===== src/rtl/cdb_arbiter.sv =====
// cdb_arbiter: three producer FIFOs (ALU/LSB/ROB) share one registered CDB broadcast.
// Define CDB_ARB_RR_EN for round-robin grant; otherwise fixed priority ROB > ALU > LSB.
module cdb_arbiter #(
    parameter int DATA_W = 32,
    parameter int TAG_W  = 5,
    parameter int QDEPTH = 2
) (
    input  logic              clk,
    input  logic              rst,
    input  logic              rdy,
    input  logic              jump_wrong,
    input  logic              alu_valid,
    input  logic [DATA_W-1:0] alu_value,
    input  logic [TAG_W-1:0]  alu_tag,
    input  logic              lsb_valid,
    input  logic [DATA_W-1:0] lsb_value,
    input  logic [TAG_W-1:0]  lsb_tag,
    input  logic              rob_valid,
    input  logic [DATA_W-1:0] rob_value,
    input  logic [TAG_W-1:0]  rob_tag,
    output logic              alu_ready,
    output logic              lsb_ready,
    output logic              rob_ready,
    output logic              cdb_valid,
    output logic [DATA_W-1:0] cdb_value,
    output logic [TAG_W-1:0]  cdb_tag,
    output logic [1:0]        cdb_src
);
    localparam int EW = DATA_W + TAG_W;
    localparam int PW = $clog2(QDEPTH);
    localparam logic [PW:0] FULL = (PW+1)'(QDEPTH);

    logic [EW-1:0]     mem_q [3][QDEPTH];
    logic [EW-1:0]     mem_d [3][QDEPTH];
    logic [PW-1:0]     head_q [3];
    logic [PW-1:0]     head_d [3];
    logic [PW-1:0]     tail_q [3];
    logic [PW-1:0]     tail_d [3];
    logic [PW:0]       cnt_q [3];
    logic [PW:0]       cnt_d [3];
    logic              cdb_valid_q, cdb_valid_d;
    logic [DATA_W-1:0] cdb_value_q, cdb_value_d;
    logic [TAG_W-1:0]  cdb_tag_q, cdb_tag_d;
    logic [1:0]        cdb_src_q, cdb_src_d;
    logic [EW-1:0]     din [3];
    logic [2:0]        valid, nonempty, ready, push, pop;
    logic [1:0]        gnt;
    logic              en, any;

    assign din[0] = {alu_tag, alu_value};
    assign din[1] = {lsb_tag, lsb_value};
    assign din[2] = {rob_tag, rob_value};
    assign valid  = {rob_valid, lsb_valid, alu_valid};
    assign en     = rdy & ~jump_wrong;

    always_comb begin
        nonempty = '0;
        ready    = '0;
        for (int i = 0; i < 3; i++) begin
            nonempty[i] = cnt_q[i] != '0;
            ready[i]    = rst & en & (cnt_q[i] != FULL);
        end
    end

    assign any  = |nonempty;
    assign push = valid & ready;
    assign pop  = {3{en & any}} & {gnt == 2'd2, gnt == 2'd1, gnt == 2'd0};

    assign alu_ready = ready[0];
    assign lsb_ready = ready[1];
    assign rob_ready = ready[2];

`ifdef CDB_ARB_RR_EN
    // rr_q holds the first source to consider, i.e. one past the last grant
    logic [1:0] rr_q, rr_d, c1, c2;
    assign c1   = rr_q == 2'd2 ? 2'd0 : rr_q + 2'd1;
    assign c2   = c1 == 2'd2 ? 2'd0 : c1 + 2'd1;
    assign gnt  = nonempty[rr_q] ? rr_q : nonempty[c1] ? c1 : c2;
    assign rr_d = jump_wrong ? 2'd0 : (en & any) ? (gnt == 2'd2 ? 2'd0 : gnt + 2'd1) : rr_q;

    always_ff @(posedge clk or negedge rst) begin
        if (!rst)
            rr_q <= 2'd0;
        else
            rr_q <= rr_d;
    end
`else
    assign gnt = nonempty[2] ? 2'd2 : nonempty[0] ? 2'd0 : 2'd1;
`endif

    always_comb begin
        mem_d       = mem_q;
        head_d      = head_q;
        tail_d      = tail_q;
        cnt_d       = cnt_q;
        cdb_valid_d = en & any;
        cdb_value_d = cdb_value_q;
        cdb_tag_d   = cdb_tag_q;
        cdb_src_d   = cdb_src_q;
        for (int i = 0; i < 3; i++) begin
            if (push[i]) begin
                mem_d[i][tail_q[i]] = din[i];
                tail_d[i]           = tail_q[i] + 1'b1;
            end
            if (pop[i])
                head_d[i] = head_q[i] + 1'b1;
            cnt_d[i] = cnt_q[i] + (PW+1)'(push[i]) - (PW+1)'(pop[i]);
        end
        if (en & any) begin
            {cdb_tag_d, cdb_value_d} = mem_q[gnt][head_q[gnt]];
            cdb_src_d                = gnt;
        end
        if (jump_wrong) begin
            for (int i = 0; i < 3; i++) begin
                head_d[i] = '0;
                tail_d[i] = '0;
                cnt_d[i]  = '0;
            end
        end
    end

    always_ff @(posedge clk or negedge rst) begin
        if (!rst) begin
            head_q      <= '{default: '0};
            tail_q      <= '{default: '0};
            cnt_q       <= '{default: '0};
            cdb_valid_q <= 1'b0;
            cdb_value_q <= '0;
            cdb_tag_q   <= '0;
            cdb_src_q   <= 2'd0;
        end else begin
            head_q      <= head_d;
            tail_q      <= tail_d;
            cnt_q       <= cnt_d;
            cdb_valid_q <= cdb_valid_d;
            cdb_value_q <= cdb_value_d;
            cdb_tag_q   <= cdb_tag_d;
            cdb_src_q   <= cdb_src_d;
        end
    end

    // storage needs no reset: counts gate every read
    always_ff @(posedge clk)
        mem_q <= mem_d;

    assign cdb_valid = cdb_valid_q;
    assign cdb_value = cdb_value_q;
    assign cdb_tag   = cdb_tag_q;
    assign cdb_src   = cdb_src_q;
endmodule


===== config.mk =====
export PLATFORM = sky130hd
export DESIGN_NAME = cdb_arbiter
export DESIGN_NICKNAME = d
export VERILOG_FILES = /design/src/rtl/cdb_arbiter.sv
export SDC_FILE = /design/constraint.sdc
export NUM_CORES = 1
export LEC_CHECK = 0
export BUFFER_PORTS_ARGS = -buffer_cell sky130_fd_sc_hd__buf_4
export CAP_MARGIN = 0
export CORE_ASPECT_RATIO = 1.4
export CORE_MARGIN = 3
export CORE_UTILIZATION = 51
export DETAILED_ROUTE_END_ITERATION = 10
export GPL_TIMING_DRIVEN = 0
export PLACE_DENSITY = 0.85
export SYNTH_ARGS = -nofsm -noshare
export SYNTH_HDL_FRONTEND = slang
export SYNTH_SLANG_ARGS = --single-unit

===== constraint.sdc =====
create_clock -name clk -period 4.2 [get_ports clk]
set_input_delay 0.21 -clock clk [delete_from_list [all_inputs] [get_ports clk]]
set_output_delay 0.21 -clock clk [all_outputs]
set_load 0.02 [all_outputs]

==> run metrics <==
clk buf depth 3; Hold Path Origin rdy; Core Area about 20000 sq um; critical path class in -> reg; die area 22620 sq um; register bit total from synthesis between 200 and 300; Post CTS Setup Buffer Count 0; post-synth top area cell edfxtp_1; Max-cap violations 0; PortBufs 160; CP Cell Sequence dlygate4sd3_1 > buf_4 > and3b_1 > nand3_1 > nor2_4 > buf_16; Yosys cell types 31; Finished Core Util 70.95%; Top Ports around 160; status completed; top-count cell post-synth edfxtp_1; layout cells sized above 1 21.10%; grt total ovfl 0; maximum vdd ir drop between 0.5 and 0.6 mV; CP max stage delay 0.71 ns; setup slack, reg-to-reg 1.45 ns; number of remaining DRC errors 0; mean area per synthesized cell roughly 14 sq um; vias in the first global route around 8600; post-synthesis sequential area ratio roughly three quarters; Synth warnings 0; top-area cell type share of the netlist area between 60% and 70%; Worst Setup Start Kind input pin; fin crit share between 60% and 70%; all-layer global routing usage 27.94%; RR Endpoint cnt_q[5]; area growth from synthesis to layout 34.57%; CTS Buf Count 24; global-route wire length before repair roughly 48000 um; Chip Height ~180 um; ys async rst share 18.98%; CP endpoint kind register; Pwr per Cell Area around 510 nW/um^2; CTS Hold Bufs around 110; Netlist Area Pre-Place 10620 sq um; switch share between 20 and 30%; initial antenna violation count 1; Net Count, Synth ~890; combinational power share around a fifth; WHS Path Cells 4; Routed Antenna Nets 0; largest net degree at the start of global routing 54; Clock Latency Late Sink between 0.5 and 0.6 ns; design area 14300 sq um; fillers 1282; Root Driver clkbuf_16; Setup Total Neg Slack 0 ns; via count approximately 8200; clock share of power between 30% and 40%; Final Hold Slack between 0.07 and 0.08 ns; unrepaired setup endpoints after global routing false; Rows 61; Pint just over 5 mW; Hold Vio Cnt, Final 0; Power Total ~7.2 mW; DP Area around 12000 sq um; post_cts resized 0; Initial Utilization between 50 and 60%; Multi-input gate area 2441 sq um; delay-heaviest family, CP simple AND/OR/NAND/NOR gates; Finish-stage setup viols 0; Synth area leaders edfxtp_1 (63%), dfrtp_1 (12%), a311o_1 (7.0%); DPL Wire Length roughly 19000 um; NetSw about 2 mW; FF+latch area ~8000 sq um; WP data arrival 3.01 ns; TritonRoute pass-1 iters 6; CTS Sinks 274; Final Net Count ~1200; slowest cell on the critical path nor2_4; Die W 128.0 um; worst r2r path cells 10; total wire length approximately 32000 um; Worst-path clk slew around 0.070 ns; Crit Path Max Fanout 53; FMAX 359.7 MHz; Period minus WS final roughly 2.8 ns; drt wl/cell approximately 24 um; Reg-to-Reg Start cnt_q[5]; # H-tree levels 1; DR vias/cell around 6.1; Buffers & Inverters on Critical Path 3; DR iter-0 viols roughly 1000; Sequential Power Share a little under half; Req. time, crit path about 4.4 ns; Slew headroom between 40% and 50%; cells after synthesis ~770; dominant synthesized flop cell edfxtp_1; Slew Limit Fails 0; Worst Hold Class in -> reg; number of flops mapped to enable cells by yosys 222; worst slew pin tran a little under 0.8 ns; CTS tree yes; Post-synth top cells edfxtp_1 (222), nand2_1 (149), nor2_1 (130); worst hold endpoint head_q[2]; Pleak roughly 5.4 nW; routability cong. roughly 0.9; Max Clock Skew around 0.013 ns
cell families (layout without fill, tap and decap cells):
logic type | count (synthesis) | count (layout) | share of synthesized area [%]
other | 0 | 1 | 0
AND/OR/NAND/NOR | 300 | 300 | 11.19
AO/OA/AOI/OAI | 118 | 118 | 9.669
flip-flops | 274 | 274 | 75.00
buffers and inverters | 57 | 380 | 2.450
XOR/XNOR | 12 | 12 | 0.9893
adder cells (fa/ha/maj) | 6 | 6 | 0.7066
worst max path at each step:
stage                        start  cells after the start    endpoint
after floorplan           cnt_q[1]                      4    mem_q[0]
after global placement         rst                      4   mem_q[44]
after detailed placement       rst                      5  mem_q[163]
after CTS                      rst                      6  mem_q[170]
after global routing           rst                      6   mem_q[20]
final                          rst                      6  mem_q[192]
worst min-delay path, stage by stage:
cell,delay (ns)
buf_4,0.13
nand3_1,0.08
xor2_1,0.06
nor2_1,0.08
through the flow:
step,instances,worst slack [ns]
CTS,1342,1.411
floorplan,767,1.464
global route,1343,1.224
detailed placement,1185,1.426
finish,1343,1.420
global placement,1179,-0.6176
final cells by class:
| cell class | count | area share (%) |
|---|---|---|
| antenna | 1 | 0.01750 |
| timing repair buffer | 279 | 17.36 |
| tap | 252 | 2.205 |
| multi-input combinational | 436 | 17.08 |
| clock inverter | 13 | 1.182 |
| inverter | 7 | 0.1838 |
| clock buffer | 31 | 4.604 |
| sequential | 274 | 55.73 |
| buffer | 50 | 1.637 |
routing by layer:
metal	track usage (%)	wire (um)	vias up	part of all wire, %
li1	-	-	3434	-
met1	33.25	10680	3933	33
met2	46.63	15990	658	50
met3	4.620	3128	178	9.8
met4	18.50	2200	0	6.9
met5	0	0	-	0
cells in the final DEF (no fill, tap or decap), types with 2 or more instances in the layout:
cell type / count
bufinv_16: 4
buf_2: 10
clkbuf_16: 25
buf_12: 2
nor2_1: 124
xnor2_1: 7
buf_6: 4
and2_1: 3
nor2b_1: 3
inv_1: 7
nor2_4: 7
clkinv_1: 2
buf_1: 4
nand2b_1: 4
ha_1: 6
a311o_1: 74
nand3_1: 4
or2_2: 2
clkbuf_1: 36
edfxtp_1: 222
nand2_1: 149
a31oi_1: 38
dfrtp_1: 52
clkinv_2: 5
dlygate4sd3_1: 113
buf_4: 161
buf_16: 4
xor2_1: 5
power by group through the flow:
stage	clock network, mW	registers [mW]	logic, mW
floorplan	0	3.56	0.532
global placement	0	3.38	1.35
detailed placement	0	3.38	1.41
CTS	2.32	3.32	1.50
global route	2.44	3.35	1.64
finish	2.35	3.34	1.55
state kept, by name (all words and copies together), names as in the netlist:
signal / count
mem_q: 222
cnt_q: 6
cdb_src: 2
cdb_tag: 5
cdb_valid: 1
head_q: 3
cdb_value: 32
tail_q: 3
No activity file was read; power rests on OpenSTA's default activity.
